## src/rtl/rx_reset_sequencer_pkg.sv

```systemverilog
// Shared definitions for the receiver reset sequencer: FSM state encoding,
// consecutive-reset counter width and a saturating increment helper.
package rx_reset_sequencer_pkg;

    localparam int CONSEC_W = 4;

    typedef enum logic [1:0] {
        ST_IDLE    = 2'd0,
        ST_RESET   = 2'd1,
        ST_HOLDOFF = 2'd2,
        ST_LOCKOUT = 2'd3
    } seq_state_t;

    function automatic logic [CONSEC_W-1:0] consec_inc(input logic [CONSEC_W-1:0] v);
        return (v == '1) ? v : v + CONSEC_W'(1);
    endfunction

endpackage

```

## src/rtl/rx_reset_sequencer_timer.sv

```systemverilog
// Loadable down-counter shared by the RESET and HOLDOFF phases.
// Priority: clear, then load, then decrement; o_zero reflects the stored value.
module rx_reset_sequencer_timer #(
    parameter int WIDTH = 16
) (
    input  logic             clk,
    input  logic             rstn,
    input  logic             i_clr,
    input  logic             i_load,
    input  logic [WIDTH-1:0] i_load_val,
    input  logic             i_dec,
    output logic             o_zero
);

    logic [WIDTH-1:0] r_count;

    always_ff @(posedge clk or negedge rstn) begin
        if (!rstn) begin
            r_count <= '0;
        end else if (i_clr) begin
            r_count <= '0;
        end else if (i_load) begin
            r_count <= i_load_val;
        end else if (i_dec && (r_count != '0)) begin
            r_count <= r_count - WIDTH'(1);
        end
    end

    assign o_zero = (r_count == '0);

endmodule

```

## src/rtl/rx_reset_sequencer.sv

```systemverilog
// Turns watchdog reset requests into fixed-length rx resets, blanks the watchdog
// afterwards, counts resets and locks out after repeated resets without a SIGNAL.
module rx_reset_sequencer
    import rx_reset_sequencer_pkg::*;
#(
    parameter int HOLD_WIDTH    = 8,
    parameter int HOLDOFF_WIDTH = 16,
    parameter int CNT_WIDTH     = 16
) (
    input  logic                     clk,
    input  logic                     rstn,
    input  logic                     enable,
    input  logic                     wd_rst_req,
    input  logic                     power_trigger,
    input  logic                     sig_valid,
    input  logic [HOLD_WIDTH-1:0]    rst_hold_len,
    input  logic [HOLDOFF_WIDTH-1:0] holdoff_len,
    input  logic [3:0]               max_consec_th,
    input  logic                     cnt_clr,
    output logic                     rx_rst,
    output logic                     wd_enable,
    output logic [CNT_WIDTH-1:0]     rst_count,
    output logic                     locked_out
);

    seq_state_t          r_state;
    seq_state_t          w_state_next;
    logic [CONSEC_W-1:0] r_consec;
    logic [CONSEC_W-1:0] w_consec_next;
    logic [3:0]          r_consec_th;
    logic                r_pt_prev;
    logic                r_rx_rst;
    logic                r_wd_enable;
    logic                r_locked_out;
    logic [CNT_WIDTH-1:0] r_rst_count;
    logic [CNT_WIDTH-1:0] w_rst_count_next;

    logic                     w_start;
    logic                     w_lock_release;
    logic                     w_pt_fall;
    logic                     w_tmr_clr;
    logic                     w_tmr_load;
    logic                     w_tmr_dec;
    logic                     w_tmr_zero;
    logic [HOLDOFF_WIDTH-1:0] w_tmr_load_val;
    logic [HOLDOFF_WIDTH-1:0] w_hold_m1;
    logic [HOLDOFF_WIDTH-1:0] w_holdoff_m1;

    // Timer holds (cycles remaining - 1); a phase ends in the cycle it reads zero.
    assign w_hold_m1    = (rst_hold_len == '0) ? '0
                        : (HOLDOFF_WIDTH'(rst_hold_len) - HOLDOFF_WIDTH'(1));
    assign w_holdoff_m1 = holdoff_len - HOLDOFF_WIDTH'(1);
    assign w_pt_fall    = r_pt_prev & ~power_trigger;

    rx_reset_sequencer_timer #(
        .WIDTH (HOLDOFF_WIDTH)
    ) u_timer (
        .clk        (clk),
        .rstn       (rstn),
        .i_clr      (w_tmr_clr),
        .i_load     (w_tmr_load),
        .i_load_val (w_tmr_load_val),
        .i_dec      (w_tmr_dec),
        .o_zero     (w_tmr_zero)
    );

    always_ff @(posedge clk or negedge rstn) begin
        if (!rstn) begin
            r_state <= ST_IDLE;
        end else begin
            r_state <= w_state_next;
        end
    end

    always_comb begin
        w_state_next   = r_state;
        w_start        = 1'b0;
        w_lock_release = 1'b0;
        w_tmr_clr      = 1'b0;
        w_tmr_load     = 1'b0;
        w_tmr_load_val = '0;
        w_tmr_dec      = 1'b0;
        if (!enable) begin
            w_state_next = ST_IDLE;
            w_tmr_clr    = 1'b1;
        end else begin
            case (r_state)
                ST_IDLE: begin
                    if (wd_rst_req) begin
                        w_state_next   = ST_RESET;
                        w_start        = 1'b1;
                        w_tmr_load     = 1'b1;
                        w_tmr_load_val = w_hold_m1;
                    end
                end
                ST_RESET: begin
                    if (!w_tmr_zero) begin
                        w_tmr_dec = 1'b1;
                    end else if ((r_consec_th != 4'd0) && (r_consec >= r_consec_th)) begin
                        w_state_next = ST_LOCKOUT;
                    end else if (holdoff_len == '0) begin
                        w_state_next = ST_IDLE;
                    end else begin
                        w_state_next   = ST_HOLDOFF;
                        w_tmr_load     = 1'b1;
                        w_tmr_load_val = w_holdoff_m1;
                    end
                end
                ST_HOLDOFF: begin
                    if (!w_tmr_zero) begin
                        w_tmr_dec = 1'b1;
                    end else begin
                        w_state_next = ST_IDLE;
                    end
                end
                ST_LOCKOUT: begin
                    if (w_pt_fall) begin
                        w_state_next   = ST_IDLE;
                        w_lock_release = 1'b1;
                    end
                end
                default: begin
                    w_state_next = ST_IDLE;
                end
            endcase
        end
    end

    // A SIGNAL seen in the same cycle as a new reset still counts that reset.
    always_comb begin
        w_consec_next = r_consec;
        if (w_start) begin
            w_consec_next = sig_valid ? CONSEC_W'(1) : consec_inc(r_consec);
        end else if (sig_valid || w_lock_release) begin
            w_consec_next = '0;
        end
    end

    always_comb begin
        w_rst_count_next = r_rst_count;
        if (cnt_clr) begin
            w_rst_count_next = w_start ? CNT_WIDTH'(1) : '0;
        end else if (w_start && (r_rst_count != '1)) begin
            w_rst_count_next = r_rst_count + CNT_WIDTH'(1);
        end
    end

    always_ff @(posedge clk or negedge rstn) begin
        if (!rstn) begin
            r_consec     <= '0;
            r_consec_th  <= '0;
            r_pt_prev    <= 1'b0;
            r_rx_rst     <= 1'b0;
            r_wd_enable  <= 1'b0;
            r_locked_out <= 1'b0;
            r_rst_count  <= '0;
        end else begin
            r_consec     <= w_consec_next;
            r_pt_prev    <= power_trigger;
            r_rx_rst     <= (w_state_next == ST_RESET);
            r_wd_enable  <= (w_state_next == ST_IDLE) && enable;
            r_locked_out <= (w_state_next == ST_LOCKOUT);
            r_rst_count  <= w_rst_count_next;
            if (w_start) begin
                r_consec_th <= max_consec_th;
            end
        end
    end

    assign rx_rst     = r_rx_rst;
    assign wd_enable  = r_wd_enable;
    assign rst_count  = r_rst_count;
    assign locked_out = r_locked_out;

endmodule

```

## config.mk

```make
export PLATFORM = sky130hd
export DESIGN_NAME = rx_reset_sequencer
export DESIGN_NICKNAME = d
export VERILOG_FILES = /design/src/rtl/rx_reset_sequencer_pkg.sv /design/src/rtl/rx_reset_sequencer_timer.sv /design/src/rtl/rx_reset_sequencer.sv
export SDC_FILE = /design/constraint.sdc
export NUM_CORES = 1
export LEC_CHECK = 0
export ABC_AREA = 1
export ABC_CLOCK_PERIOD_IN_PS = 2100
export CORE_UTILIZATION = 51
export DETAILED_ROUTE_END_ITERATION = 7
export PLACE_DENSITY_LB_ADDON = 0.08
export REMOVE_ABC_BUFFERS = 1
export SLEW_MARGIN = 20
export SYNTH_ARGS = -nofsm -noshare
export SYNTH_HDL_FRONTEND = slang
export SYNTH_SLANG_ARGS = --single-unit
```

## constraint.sdc

```tcl
create_clock -name clk -period 2.1 [get_ports clk]
set_input_delay 0.315 -clock clk [delete_from_list [all_inputs] [get_ports clk]]
set_output_delay 0.315 -clock clk [all_outputs]
set_load 0.1 [all_outputs]
```

==> summary.txt, run 1 <==
ant diodes - 0
Data required, critical path - 2.35 ns
synth unique cells - 36
CTS tree - built
synth warn - 0
Worst-path clk slew - 0.09 ns
Max Clk Rate - 0.498 GHz
gr busiest metal - met2
H-tree Lvls - 2
CP max FO - 6
most common cell after layout, fill and taps aside - nand2_1
layout net count - 699
Util after Layout - 70.2%
Post-Syn Instances - 550
syn avg cell area - 6.75 um2
post-DP HPWL - 7.44 mm
initial cell density of the core - 53.8%
critical path class - reg2reg
drt initial violations - 271
power density cells - 799 mW/mm2
fillers - 599
vias in the first global route - 3563
status - finished clean
initial antenna violation count - 0
# clock sinks - 46
largest net degree at the start of global routing - 20
CORE AREA - 0.00691 mm2
multi-input logic area - 0.00235 mm2
register area - 0.00115 mm2
CTS root buf - clkbuf_8
Leakage Power - 2.36 nW
post-synthesis sequential area ratio - 31.0%
final-report hold violation count - 0
WL per Instance - 13.2 um
Mapped Area - 0.00371 mm2
drt pass-1 iters - 5
Hold WC Path Type - in2async
total global-route track usage - 26.4%
GR Util met3 - 3.70%
I/O Pins - 54
Hold WS - 0.479 ns
nature of the critical path startpoint - flip-flop
Slew Limit Headroom - 70.4%
die area - 0.00763 mm2
max-slew violations - 0
Final setup viols - 0
first-pass GRT wire length - 15.9 mm
CTS Buf Count - 5
Final ANT Viol Nets - 0
maximum vdd drop - 532 uV
share of layout cells above drive strength 1 - 17.1%
grt met1 use - 38.1%
Layout Cells excl Fill - 745
Die Height - 87.3 um
IO buf count - 53
clk buf depth - 2
die span in x - 87.3 um
number of synthesized register bits - 46
share of the synthesized area in the top cell type - 31.0%
Post-Route WL - 9.81 mm
minimum clock period - 2.01 ns
most frequent cells in the layout - nand2_1 (155), nand3_1 (75), inv_1 (64), buf_4 (62), nor2_1 (55)
cell accounting for the most synthesized area - dfrtp_1
CP arrival - 2.26 ns
fin crit share - 95.7%
GPL Wtd Cong - 0.915
detailed-route DRC error count - 0
Placed Cells - 729
Layout Skew - 0.0129 ns
DR vias - 3922
Synth area leaders - dfrtp_1 (31%), nand2_1 (16%), nand3_1 (10%)
GR Util met2 - 41.5%
area delta synth->final - 30.5%
GRT overflow - 0
Slew @ Worst Pin - 0.444 ns
worst-skew pair later-pin latency - 0.30 ns
Max Cap Viol - 0
Setup crit end kind - flip-flop
Vias/cell - 5.26
Placement Rows - 30
==> critical path, cell delays in order (launching register included) <==
cell	delay, ns
dfrtp_1	0.42
inv_2	0.10
ha_4	0.13
inv_1	0.04
nor2_2	0.11
nand2_2	0.07
nor2_4	0.17
nand3_4	0.10
nor2_4	0.21
buf_4	0.14
buf_4	0.11
nand4_1	0.11
nand3_1	0.11
nand3_1	0.07
nand2_1	0.06
==> cell usage after synthesis, drive strengths merged <==
cell type	count
o21ai	12
o211ai	2
xnor2	9
dfrtp	46
o22ai	2
inv	68
buf	8
a31oi	2
o311ai	1
nor3b	2
nand3b	3
o21bai	1
nand3	81
ha	16
a21oi	12
nand4	9
o31ai	5
a22oi	2
nor2	67
xor2	20
and2	2
nor3	11
or2	1
clkbuf	2
nand2	166
==> flip-flops by register name, indices dropped and copies added (netlist names) <==
name,cells
wd_enable,1
u_timer.r_count,16
rst_count,16
locked_out,1
r_pt_prev,1
r_state,2
r_consec_th,4
rx_rst,1
r_consec,4
==> routing by layer <==
layer	share of wire [%]	vias to the layer above
li1	-	1967
met1	47	1819
met2	46	128
met3	5.6	8
met4	0.95	0
met5	0	-
==> stage by stage <==
step	TNS (ns)	setup WS, ns	power [mW]	cell area [um2]
after global routing	-0.207	-0.0457	4.16	4850
after detailed placement	-1.54	-0.118	3.00	4550
final	0	0.0903	3.87	4850
after CTS	0	0.00662	3.68	4660
after floorplan	-4.57	-0.378	2.46	3640
after global placement	-1.22	-0.0997	2.97	4550
==> cell families (layout without fill, tap and decap cells) <==
kind of cell,count (synthesis),in the layout,synth area share (%)
AO/OA/AOI/OAI,39,39,6.27
adder cells (fa/ha/maj),16,16,5.39
buffers and inverters,78,176,8.96
AND/OR/NAND/NOR,342,343,41.5
flip-flops,46,46,31.0
XOR/XNOR,29,29,6.84
==> where the power goes <==
part           leakage [nW]  internal, mW  total [mW]  switching, mW
sequential            0.616          1.05        1.25          0.196
clock                0.0524         0.357       0.670          0.313
combinational          1.69         0.789        1.95           1.16
total                  2.36          2.20        3.87           1.67
==> timing repair <==
item / 4_1_cts / 5_1_grt
hold endpoints to repair: 17 / 0
hold buffers: 1 / 0
gates resized for setup: 0 / 32
setup buffers: 0 / 6
endpoints found under the setup margin: 0 / 21
==> area by class of cell <==
type	count	share of cell area [%]
Clock buffer	7	1.58
Timing Repair Buffer	100	17.6
Clock inverter	1	0.620
Inverter	68	5.42
Multi-Input combinational cell	427	48.5
Sequential cell	46	23.8
Tap cell	96	2.48
==> worst paths after layout <==
path                                                 from                               to  slack (ns)  cells after the start
max                        u_timer.r_count[1]$_DFFE_PN0P_  u_timer.r_count[13]$_DFFE_PN0P_        0.09                     14
min in group clk                            power_trigger              r_pt_prev$_DFF_PN0_        0.48                      1
max in group asynchronous                            rstn          r_consec[1]$_DFFE_PN0P_        1.03                      3
max reg2reg                u_timer.r_count[1]$_DFFE_PN0P_  u_timer.r_count[13]$_DFFE_PN0P_        0.09                     14
min                                                  rstn   u_timer.r_count[5]$_DFFE_PN0P_        0.48                      2
min reg2reg                    r_consec_th[0]$_DFFE_PN0P_       r_consec_th[0]$_DFFE_PN0P_        0.54                      2
Power figures use the tool's default switching activity.
==> inputs of run 2 (changes only) <==
==> constraint.sdc (replaced) <==
create_clock -name clk -period 2.1 [get_ports clk]
set_input_delay 0.315 -clock clk [delete_from_list [all_inputs] [get_ports clk]]
set_output_delay 0.315 -clock clk [all_outputs]
set_load 0.01 [all_outputs]
==> run 2 against run 1 <==
Critical endpoint unchanged. Cell count up 0.54%. Critical path depth unchanged. Fmax is 0.22% higher. Global-route usage is 0.82 points higher. First-iteration DRC count decreased by 20%. Hold slack got worse by 0.0080 ns. Sequential share of layout area shrank 0.46 points.
==> summary.txt, run 2 (synthesis gave the netlist of run 1 again) <==
vias in the first global route - 3701 (+3.9%)
initial antenna violation count - 0 (unchanged)
most common cell after layout, fill and taps aside - nand2_1
layout net count - 703 (+0.57%)
Placement Rows - 30 (unchanged)
CP max stage delay - 0.41 ns (about the same)
area delta synth->final - 33.1%
GRT overflow - 0 (unchanged)
FF-to-FF Start - u_timer.r_count[1]$_DFFE_PN0P_
Internal - 2.35 mW (+6.9%)
die span in x - 87.3 um (unchanged)
CP max FO - 3 (-3)
Leakage Power - 2.36 nW (about the same)
critical path cell sequence - inv_2 -> ha_4 -> inv_1 -> nor2_1 -> nand2_1 -> nor2_4 -> nand3_2 -> nor2_4 -> buf_4 -> buf_4 -> nand4_1 -> nand3_1 -> nand3_1 -> nand2_1
Vias/cell - 5.27 (about the same)
GPL Wtd Cong - 0.875 (-4.4%)
minimum clock period - 2.01 ns (-0.00436 ns)
Post-Route WL - 9.79 mm (-0.21%)
Die Height - 87.3 um (unchanged)
ant diodes - 0 (unchanged)
CP arrival - 2.25 ns (about the same)
first-pass GRT wire length - 16.5 mm (+3.3%)
unrepaired setup endpoints after global routing - true
Util after Layout - 71.6% (+1.4 points)
total global-route track usage - 27.3% (+0.82 points)
CTS root buf - clkbuf_8
initial cell density of the core - 53.8% (unchanged)
DR vias - 3944 (+0.56%)
worst r2r dst - u_timer.r_count[13]$_DFFE_PN0P_
hold path startpoint - power_trigger
IO buf count - 53 (unchanged)
clk buf depth - 2 (unchanged)
Slew @ Worst Pin - 0.452 ns (+0.00812 ns)
share of layout cells above drive strength 1 - 15.0% (-2.1 points)
final-report hold violation count - 0 (unchanged)
hold path endpoint - r_pt_prev$_DFF_PN0_
# clock sinks - 46 (unchanged)
CTS tree - built
detailed-route DRC error count - 0 (unchanged)
max-slew violations - 0 (unchanged)
CP max-delay cell - dfrtp_1
CORE AREA - 0.00691 mm2 (unchanged)
Setup crit end kind - flip-flop
Final setup viols - 0 (unchanged)
Worst-path clk slew - 0.09 ns (about the same)
power density cells - 800 mW/mm2 (+0.13%)
die area - 0.00763 mm2 (unchanged)
switching share of total power - 40.6% (-2.7 points)
fillers - 602 (+0.50%)
Layout Skew - 0.00370 ns (-0.00920 ns)
FF-to-FF path depth - 14 (unchanged)
WL per Instance - 13.1 um (-0.75%)
power share of the clock group - 21.0% (+3.7 points)
setup ws final - 0.0947 ns (+0.00436 ns)
R2R Setup Slk - 0.09 ns (about the same)
Overall Power - 3.95 mW (+2.1%)
Logic pwr share - 47.3% (-3.2 points)
pre-CTS setup slack - -0.197 ns (-0.0786 ns)
Data required, critical path - 2.35 ns (about the same)
drt pass-1 iters - 4 (-1)
Slew Limit Headroom - 69.9% (-0.54 points)
status - finished clean
drt initial violations - 216 (-20%)
maximum vdd drop - 426 uV (-20%)
H-tree Lvls - 2 (unchanged)
fin crit share - 95.5% (-0.21 points)
Seq pwr share - 31.6% (-0.6 points)
net switching power - 1.60 mW (-4.2%)
worst-skew pair later-pin latency - 0.30 ns (about the same)
Max Cap Viol - 0 (unchanged)
nature of the critical path startpoint - flip-flop
post-DP HPWL - 7.46 mm (+0.23%)
I/O Pins - 54 (unchanged)
largest net degree at the start of global routing - 20 (unchanged)
most frequent cells in the layout - nand2_1 (156), nand3_1 (73), inv_1 (64), nor2_1 (57), clkdlybuf4s50_1 (52)
Hold WC Path Type - in2reg
Final ANT Viol Nets - 0 (unchanged)
CTS Buf Count - 5 (unchanged)
WHS Path Cells - 1
critical path class - reg2reg
Max Clk Rate - 0.499 GHz (+0.22%)
-- run 2: per-layer routing --
layer | wire length [um] | track usage (%)
met5 | 0 | 0
met2 | 4530 | 44.4
met1 | 4570 | 37.9
met4 | 144 | 6.26
met3 | 543 | 4.27
-- run 2: area by class of cell --
type | count | area [um2] | share of cell area (%)
inverters | 68 | 260 | 5.27
multi-input cells | 426 | 2330 | 47.1
repair buffers | 105 | 938 | 19.0
clock inverters | 2 | 60.1 | 1.22
well taps | 96 | 120 | 2.43
flip-flops and latches | 46 | 1150 | 23.3
clock buffers | 6 | 82.6 | 1.67
-- run 2: timing repair --
item	in CTS	in global routing
gates resized for setup	0	27
endpoints found under the setup margin	3	22
buffers inserted	1	9
hold endpoints to repair	17	0
pin swaps	1	6
hold buffers	1	0
-- run 2: power by group through the flow --
stage	combinational (mW)	clock (mW)	sequential, mW
after floorplan	1.17	0	1.22
after global placement	1.65	0	1.25
after CTS	1.70	0.842	1.24
final	1.87	0.832	1.25
after global routing	2.11	0.870	1.27
after detailed placement	1.68	0	1.25
-- run 2: worst max-delay path by stage --
stage / to / from / slack (ns)
finish: u_timer.r_count[13]$_DFFE_PN0P_ / u_timer.r_count[1]$_DFFE_PN0P_ / 0.09
global placement: u_timer.r_count[7]$_DFFE_PN0P_ / holdoff_len[9] / -0.11
floorplan: u_timer.r_count[10]$_DFFE_PN0P_ / r_consec[3]$_DFFE_PN0P_ / 0.09
global route: u_timer.r_count[1]$_DFFE_PN0P_ / u_timer.r_count[1]$_DFFE_PN0P_ / -0.04
detailed placement: u_timer.r_count[10]$_DFFE_PN0P_ / holdoff_len[1] / -0.20
CTS: u_timer.r_count[3]$_DFFE_PN0P_ / u_timer.r_count[0]$_DFFE_PN0P_ / 0.02
-- run 2: worst max-delay path: cells and delay by family, from the launching register on --
family	cells	cell delay [ns]
simple gates	9	1.04
fa+ha+maj	1	0.12
flops	1	0.41
buf+inv	4	0.37
-- run 2: per-stage QoR --
step / instance area, um2 / setup TNS (ns) / hold WS, ns / instances
global placement: 4600 / -1.43 / 0.278 / 730
CTS: 4760 / 0 / 0.469 / 740
finish: 4940 / 0 / 0.471 / 749
detailed placement: 4600 / -2.60 / 0.284 / 730
global route: 4940 / -0.320 / 0.485 / 749
floorplan: 3640 / 0 / 0.0194 / 540
